--- config.mk ---
export PLATFORM = sky130hd
export DESIGN_NAME = div_result_bcd_fmt
export DESIGN_NICKNAME = d
export VERILOG_FILES = /design/src/rtl/div_result_bcd_fmt.sv
export SDC_FILE = /design/constraint.sdc
export NUM_CORES = 1
export LEC_CHECK = 0
export CORE_MARGIN = 2
export CORE_UTILIZATION = 55
export DETAILED_ROUTE_END_ITERATION = 7
export GPL_TIMING_DRIVEN = 0
export PLACE_DENSITY = 0.83
export SYNTH_ARGS = -nofsm -noshare
export SYNTH_HDL_FRONTEND = slang
export SYNTH_SLANG_ARGS = --single-unit
--- constraint.sdc ---
create_clock -name clk -period 4.1 [get_ports clk]
set_input_delay 0.615 -clock clk [delete_from_list [all_inputs] [get_ports clk]]
set_output_delay 0.615 -clock clk [all_outputs]
set_load 0.02 [all_outputs]
--- src/rtl/div_result_bcd_fmt.sv ---
// div_result_bcd_fmt: converts packed divider {remainder, quotient} to 3-digit BCD
// with a one-step-per-clock double-dabble; divide-by-zero bypasses conversion.
module div_result_bcd_fmt #(
    parameter int DW = 4
) (
    input  logic          clk,
    input  logic          rst_n,
    input  logic          in_valid,
    output logic          in_ready,
    input  logic [2*DW-1:0] in_result,
    input  logic          in_dbz,
    output logic          out_valid,
    input  logic          out_ready,
    output logic [11:0]   quot_bcd,
    output logic [11:0]   rem_bcd,
    output logic          out_err
);
    localparam int CW = $clog2(DW + 1);
    localparam int SW = 12 + DW;

    typedef enum logic [1:0] {IDLE, CONV, DONE} state_t;

    state_t        state, next;
    logic [SW-1:0] qsr, rsr, q_step, r_step;
    logic [CW-1:0] cnt;
    logic          accept, last_step;

    // BCD digits sit above the binary bits still waiting to be shifted in
    function automatic logic [SW-1:0] dd_step(input logic [SW-1:0] v);
        logic [SW-1:0] t;
        t = v;
        for (int i = 0; i < 3; i++)
            if (t[DW+4*i +: 4] >= 4'd5) t[DW+4*i +: 4] = t[DW+4*i +: 4] + 4'd3;
        return {t[SW-2:0], 1'b0};
    endfunction

    assign in_ready  = state == IDLE || (state == DONE && out_ready);
    assign out_valid = state == DONE;
    assign accept    = in_valid && in_ready;
    assign last_step = state == CONV && cnt == CW'(1);
    assign q_step    = dd_step(qsr);
    assign r_step    = dd_step(rsr);

    always_ff @(posedge clk) begin
        if (!rst_n) state <= IDLE;
        else        state <= next;
    end

    always_comb begin
        next = state;
        if (accept)                         next = in_dbz ? DONE : CONV;
        else if (last_step)                 next = DONE;
        else if (state == DONE && out_ready) next = IDLE;
    end

    always_ff @(posedge clk) begin
        if (!rst_n) begin
            cnt      <= '0;
            qsr      <= '0;
            rsr      <= '0;
            quot_bcd <= '0;
            rem_bcd  <= '0;
            out_err  <= 1'b0;
        end else if (accept) begin
            if (in_dbz) begin
                quot_bcd <= '0;
                rem_bcd  <= '0;
                out_err  <= 1'b1;
            end else begin
                qsr <= {12'h000, in_result[DW-1:0]};
                rsr <= {12'h000, in_result[2*DW-1:DW]};
                cnt <= CW'(DW);
            end
        end else if (state == CONV) begin
            qsr <= q_step;
            rsr <= r_step;
            cnt <= cnt - 1'b1;
            if (last_step) begin
                quot_bcd <= q_step[SW-1:DW];
                rem_bcd  <= r_step[SW-1:DW];
                out_err  <= 1'b0;
            end
        end
    end
endmodule

==> results of run 1 <==
## layout make-up
type | instances | area, µm²
Sequential cell | 62 | 1241
Inverter | 14 | 52.55
Timing Repair Buffer | 38 | 380.4
Buffer | 20 | 118.9
Multi-Input combinational cell | 219 | 1593
Clock inverter | 6 | 61.31
Fill cell | 411 | 1533
Tap cell | 70 | 87.58
Clock buffer | 10 | 137.6
## sequential cells by signal, indices dropped and copies added, names as in the netlist
signal / count
quot_bcd: 12
state: 2
rem_bcd: 12
cnt: 3
qsr: 16
rsr: 16
out_err: 1
## critical path: cells and delay by family
kind / cells / cell delay, ns
simple gates: 2 / 0.42
buf+inv: 2 / 1.13
## synth_stat cells (8+ instances only)
cell type	number
a21boi_0	8
nand4_1	14
nor3b_1	15
dfxtp_1	62
ha_1	14
o2bb2ai_1	14
o21ai_0	24
nand3_1	12
nor2b_1	8
nand2b_1	9
inv_1	14
nand2_1	8
a21oi_1	22
mux2i_1	8
buf_2	8
## through the flow
step / util (%) / std cells / hold slack [ns] / power, mW
finish: 70.55 / 439 / 0.4621 / 1.300
global route: 70.55 / 439 / 0.4926 / 1.349
CTS: 70.55 / 439 / 0.4631 / 1.302
detailed placement: 66.73 / 423 / 0.4488 / 0.7716
global placement: 66.73 / 423 / 0.4462 / 0.7676
floorplan: - / 315 / 0.4323 / 0.7258
## final timing paths
path	cells past startpoint	slack, ns	to	start
hold reg to reg	2	0.46	rem_bcd[6]	rem_bcd[6]
setup / recovery	4	1.32	in_ready	out_ready
setup reg to reg	7	2.39	rem_bcd[7]	cnt[1]
hold / removal	2	0.46	rem_bcd[6]	rem_bcd[6]
## cell families after synthesis
group / after synthesis / synth area share [%]
AND/OR/NAND/NOR: 89 / 19.48
adder cells (fa/ha/maj): 14 / 5.829
XOR/XNOR: 7 / 2.040
buffers and inverters: 34 / 5.703
multiplexers: 12 / 4.163
flip-flops: 62 / 41.30
AO/OA/AOI/OAI: 97 / 21.48
## metal layers
layer	routed length, µm	vias to the layer above	share of wire, %
met3	393	10	5.6
met5	0	-	0
li1	-	1254	-
met4	119	0	1.7
met1	3109	1209	44
met2	3438	77	49
## power by group
part / leakage, nW / switching, mW / internal [mW]
Clock: 0.102 / 0.246 / 0.295
Combinational: 0.656 / 0.0758 / 0.0576
Sequential: 0.502 / 0.00941 / 0.616
Total: 1.26 / 0.332 / 0.969
==> flow_metrics.py, run 1 <==
metrics = {
    "drt": {
        "num_vias": 2550,
        "drtIter0Drc": 158,
        "wl_per_cell_um": 16.08,
        "avgViaCountPerCell": 5.809,
        "drc": 0,
        "final_antenna_net_count": 0,
        "drt-total-wl_um": 7060,
        "drt_first_pass_iters": 5,
    },
    "finish": {
        "final_area_um2": 3672,
        "diodes": 0,
        "drive_gt1_share_pct": 12.74,
        "area_delta_synth_final_pct": 22.19,
        "final_cell_mix": "dfxtp_1 (62), clkdlybuf4s50_1 (38), o21ai_0 (24), a21oi_1 (22), nor3b_1 (15)",
        "final_net_count": 391,
        "final_common_cell": "dfxtp_1",
    },
    "critical_path": {
        "cpMaxStageDelayCell": "clkdlybuf4s50_1",
        "cpMostUsedCell": "clkdlybuf4s50_1",
        "cp-end-kind": "output port",
        "cp.required_ns": 3.48,
        "crit_chain": "clkdlybuf4s50_1, and2b_2, nor2_1, clkdlybuf4s50_1",
        "setup.worst_path.class": "in2out",
        "max_stage_delay_ns": 0.60,
        "arrival_ns": 2.16,
        "cp_max_fo": 4,
        "critPathLaunchType": "primary input",
    },
    "logic_synthesis": {
        "synth.avg_cell_area_um2": 9.541,
        "synth_warnings": 0,
        "syn_area_um2": 3005,
        "netlist_instances": 315,
        "synth_fp_nets": 342,
        "synth_seq_cells": 62,
        "ys.flop_type": "dfxtp_1",
        "synth_top_area_share_pct": 41.30,
        "synth_edf_count": 0,
        "synth.area.top_cells": "dfxtp_1 (41%), ha_1 (5.8%), o2bb2ai_1 (4.1%)",
        "yosys.area.top_type": "dfxtp_1",
        "synth.distinct_cells": 48,
        "ys_seq_area_share_pct": 41.30,
        "synthArstFlopShare_pct": 0,
    },
    "worst_hold_path": {
        "hold_class": "reg2reg",
    },
    "global_route": {
        "antenna_found_initial": 0,
        "grt_max_degree": 12,
        "grtUsageMet3_pct": 5.814,
        "use_met2_pct": 39.57,
        "grt-ovfl-total": 0,
        "grt_pass1_vias": 2571,
        "busiest_layer": "met2",
        "grt.total_usage_pct": 25.02,
        "grt_util_met1_pct": 32.14,
        "grt_first_pass_wirelength_um": 11960,
    },
    "sta": {
        "finalSetupTns_ns": 0,
        "setup_viol": 0,
        "skew_ns": 0.006861,
        "layout_setup_ws_ns": 1.323,
        "fmax_mhz": 360.1,
        "slew_headroom_pct": 61.17,
        "slew_viol_final": 0,
        "worstMarginPinSlew_ns": 0.5824,
        "min_period_over_period_pct": 67.73,
        "rsz0062_at_grt": "false",
        "fin_crit_ns": 2.777,
        "hold_viol_final": 0,
    },
    "clock_tree": {
        "cts.sinks": 62,
        "cts_tree": "done",
        "holdBufCountCts": 0,
        "cts_root_buffer": "clkbuf_8",
        "cts_setup_buffers": 0,
        "clk_pin_slew_worst_paths_ns": 0.07,
        "clk_latency_ns": 0.34,
        "htreeDepth": 3,
        "clk_path_buf_depth": 2,
        "cts_buffers": 9,
        "cts_resized": 0,
    },
    "power": {
        "leakagePower_nw": 1.260,
        "vdd_ir_drop_max_uv": 308.4,
        "pwr_density_cell_nw_per_um2": 354.1,
    },
    "die": {
        "die_h_um": 77.92,
        "die_w_um": 77.92,
        "rows": 26,
        "die_area_um2": 6072,
        "io_pins": 40,
        "start_util_pct": 57.74,
        "core_area_um2": 5205,
    },
    "flow_run": {
        "maxCapViolCount": 0,
    },
    "placed_design": {
        "place_area_um2": 3473,
        "place.gp.congestion": 0.8107,
        "place.port_buffers": 38,
        "dpl.hpwl_um": 4912,
        "pre_cts_ws_ns": 1.320,
    },
    "status": {
        "status": "complete, no violations",
    },
}
(Power assumes the default switching activity.)
==> run 2, diff against run 1 <==
--- a/config.mk
+++ b/config.mk
@@ -6,10 +6,10 @@
 export NUM_CORES = 1
 export LEC_CHECK = 0
 export CORE_MARGIN = 2
-export CORE_UTILIZATION = 55
+export CORE_UTILIZATION = 49
 export DETAILED_ROUTE_END_ITERATION = 7
 export GPL_TIMING_DRIVEN = 0
-export PLACE_DENSITY = 0.83
+export PLACE_DENSITY = 0.78
 export SYNTH_ARGS = -nofsm -noshare
 export SYNTH_HDL_FRONTEND = slang
 export SYNTH_SLANG_ARGS = --single-unit
==> constraint.sdc (replaced) <==
create_clock -name clk -period 2.3 [get_ports clk]
set_input_delay 0.345 -clock clk [delete_from_list [all_inputs] [get_ports clk]]
set_output_delay 0.345 -clock clk [all_outputs]
set_load 0.02 [all_outputs]
==> run 2 against run 1 <==
- utilization is 8.1 points lower
- clock power is 94% higher
- wire length is 0.51% lower
- sequential power is 79% higher
- clock-buffer cell count is 3 higher
- global-route usage is 2.7 points lower
- combinational power is 78% higher
- die area is 12% higher
- first-iteration DRC count is 39% lower
- cell count is 1.1% higher
- hold slack worse by 0.086 ns
- largest power group unchanged
- highest routed layer unchanged
==> flow_metrics.py, run 2 (synthesized netlist as in run 1, its figures left out) <==
metrics = {
    "status": {
        "status": "complete, no violations",
    },
    "power": {
        "vdd_ir_drop_max_uv": 379.2,
        "leakagePower_nw": 1.273,
        "finalPower_mw": 2.399,
        "pwr_density_cell_nw_per_um2": 648.5,
    },
    "finish": {
        "diodes": 0,
        "top_regs": "qsr (16), rsr (16)",
        "final_net_count": 391,
        "final_cell_mix": "dfxtp_1 (62), clkdlybuf4s50_1 (38), o21ai_0 (24), a21oi_1 (22), nor3b_1 (15)",
        "area_delta_synth_final_pct": 23.06,
        "final_common_cell": "dfxtp_1",
        "drive_gt1_share_pct": 12.74,
    },
    "flow_run": {
        "maxCapViolCount": 0,
    },
    "global_route": {
        "grt_first_pass_wirelength_um": 11140,
        "antenna_found_initial": 0,
        "grt-ovfl-total": 0,
        "grt_max_degree": 11,
        "grt_pass1_vias": 2319,
        "grt.total_usage_pct": 22.37,
    },
    "critical_path": {
        "reg2reg_slack_ns": 0.60,
        "arrival_ns": 1.89,
        "critPathLaunchType": "primary input",
        "worst_r2r_path_depth": 7,
        "setup.worst_path.class": "in2out",
        "r2r-end": "quot_bcd[3]",
        "cp-end-kind": "output port",
        "cp.required_ns": 1.96,
        "cp_max_fo": 4,
        "r2r_start": "cnt[1]",
    },
    "placed_design": {
        "place.gp.congestion": 0.8394,
        "place.port_buffers": 38,
        "dpl.hpwl_um": 4893,
    },
    "die": {
        "die_w_um": 82.32,
        "rows": 28,
        "start_util_pct": 50.76,
        "die_area_um2": 6776,
        "die_h_um": 82.32,
        "core_area_um2": 5921,
        "io_pins": 40,
    },
    "drt": {
        "drtIter0Drc": 97,
        "wl_per_cell_um": 15.82,
        "drt_first_pass_iters": 4,
        "wl_met3_um": 371,
        "avgViaCountPerCell": 5.764,
        "met2WireLength_um": 3196,
        "final_antenna_net_count": 0,
        "num_vias": 2559,
        "drt-total-wl_um": 7024,
        "drc": 0,
        "m1WireLength_um": 3328,
        "top_layer": "met4",
    },
    "clock_tree": {
        "cts.sinks": 62,
        "clk_pin_slew_worst_paths_ns": 0.07,
        "cts_buffers": 9,
        "cts_setup_buffers": 0,
        "holdBufCountCts": 0,
        "clk_latency_ns": 0.35,
        "cts_tree": "done",
        "cts_resized": 0,
        "htreeDepth": 3,
        "cts_root_buffer": "clkbuf_8",
        "clk_path_buf_depth": 2,
    },
    "sta": {
        "rsz0062_at_grt": "false",
        "slew_viol_final": 0,
        "finalSetupTns_ns": 0,
        "min_period_over_period_pct": 97.17,
        "hold_viol_final": 0,
        "fin_crit_ns": 2.235,
        "setup_viol": 0,
        "fmax_mhz": 447.4,
        "skew_ns": 0.007056,
        "timing.hold.ws_ns": 0.3757,
        "worstMarginPinSlew_ns": 0.6355,
        "slew_headroom_pct": 57.64,
    },
    "worst_hold_path": {
        "min_delay_path_depth": 3,
        "hold_class": "in2reg",
        "holdPathEnd": "rem_bcd[1]",
        "hp-start": "rst_n",
    },
}
run 2: through the flow:
stage	instances	setup slack [ns]	util, %	cell area, µm²
final	444	0.06508	62.47	3699
after CTS	444	0.05763	62.47	3699
after global placement	428	0.06374	58.77	3480
after global routing	444	0.01915	62.47	3699
after floorplan	315	0.8492	-	3005
after detailed placement	428	0.06130	58.77	3480
run 2: worst max-delay path by stage:
stage	start	to	slack, ns	depth (start not counted)
global route	out_ready	in_ready	0.02	4
CTS	out_ready	in_ready	0.06	4
floorplan	qsr[8]	quot_bcd[6]	0.85	6
global placement	out_ready	in_ready	0.06	4
detailed placement	out_ready	in_ready	0.06	4
finish	out_ready	in_ready	0.07	4
run 2: where the power goes:
part,internal [mW],switching [mW]
sequential,1.10,0.0173
clock,0.615,0.431
combinational,0.103,0.134
run 2: cell type report:
| class | count | area (µm²) |
|---|---|---|
| repair buffers | 38 | 380.4 |
| well taps | 75 | 93.84 |
| clock inverters | 3 | 40.04 |
| clock buffers | 13 | 178.9 |
| fillers | 537 | 2222 |
| multi-input cells | 219 | 1593 |
| flip-flops and latches | 62 | 1241 |
| plain buffers | 20 | 118.9 |
| inverters | 14 | 52.55 |
run 2: per-layer routing:
layer  vias up  track usage, %
li1       1247               -
met5         -               0
met3        13           5.870
met4         0           9.667
met2        59           34.27
met1      1240           29.61
run 2: critical path: stages:
cell and delay (ns):
clkdlybuf4s50_1 0.53, and2b_2 0.31, nor2_1 0.10, clkdlybuf4s50_1 0.60
==> run 3, diff against run 2 <==
--- a/config.mk
+++ b/config.mk
@@ -5,6 +5,7 @@
 export SDC_FILE = /design/constraint.sdc
 export NUM_CORES = 1
 export LEC_CHECK = 0
+export CAP_MARGIN = 30
 export CORE_MARGIN = 2
 export CORE_UTILIZATION = 49
 export DETAILED_ROUTE_END_ITERATION = 7
==> results of run 3 <==
No change in the layout: final DEF, timing and power equal those of run 2.
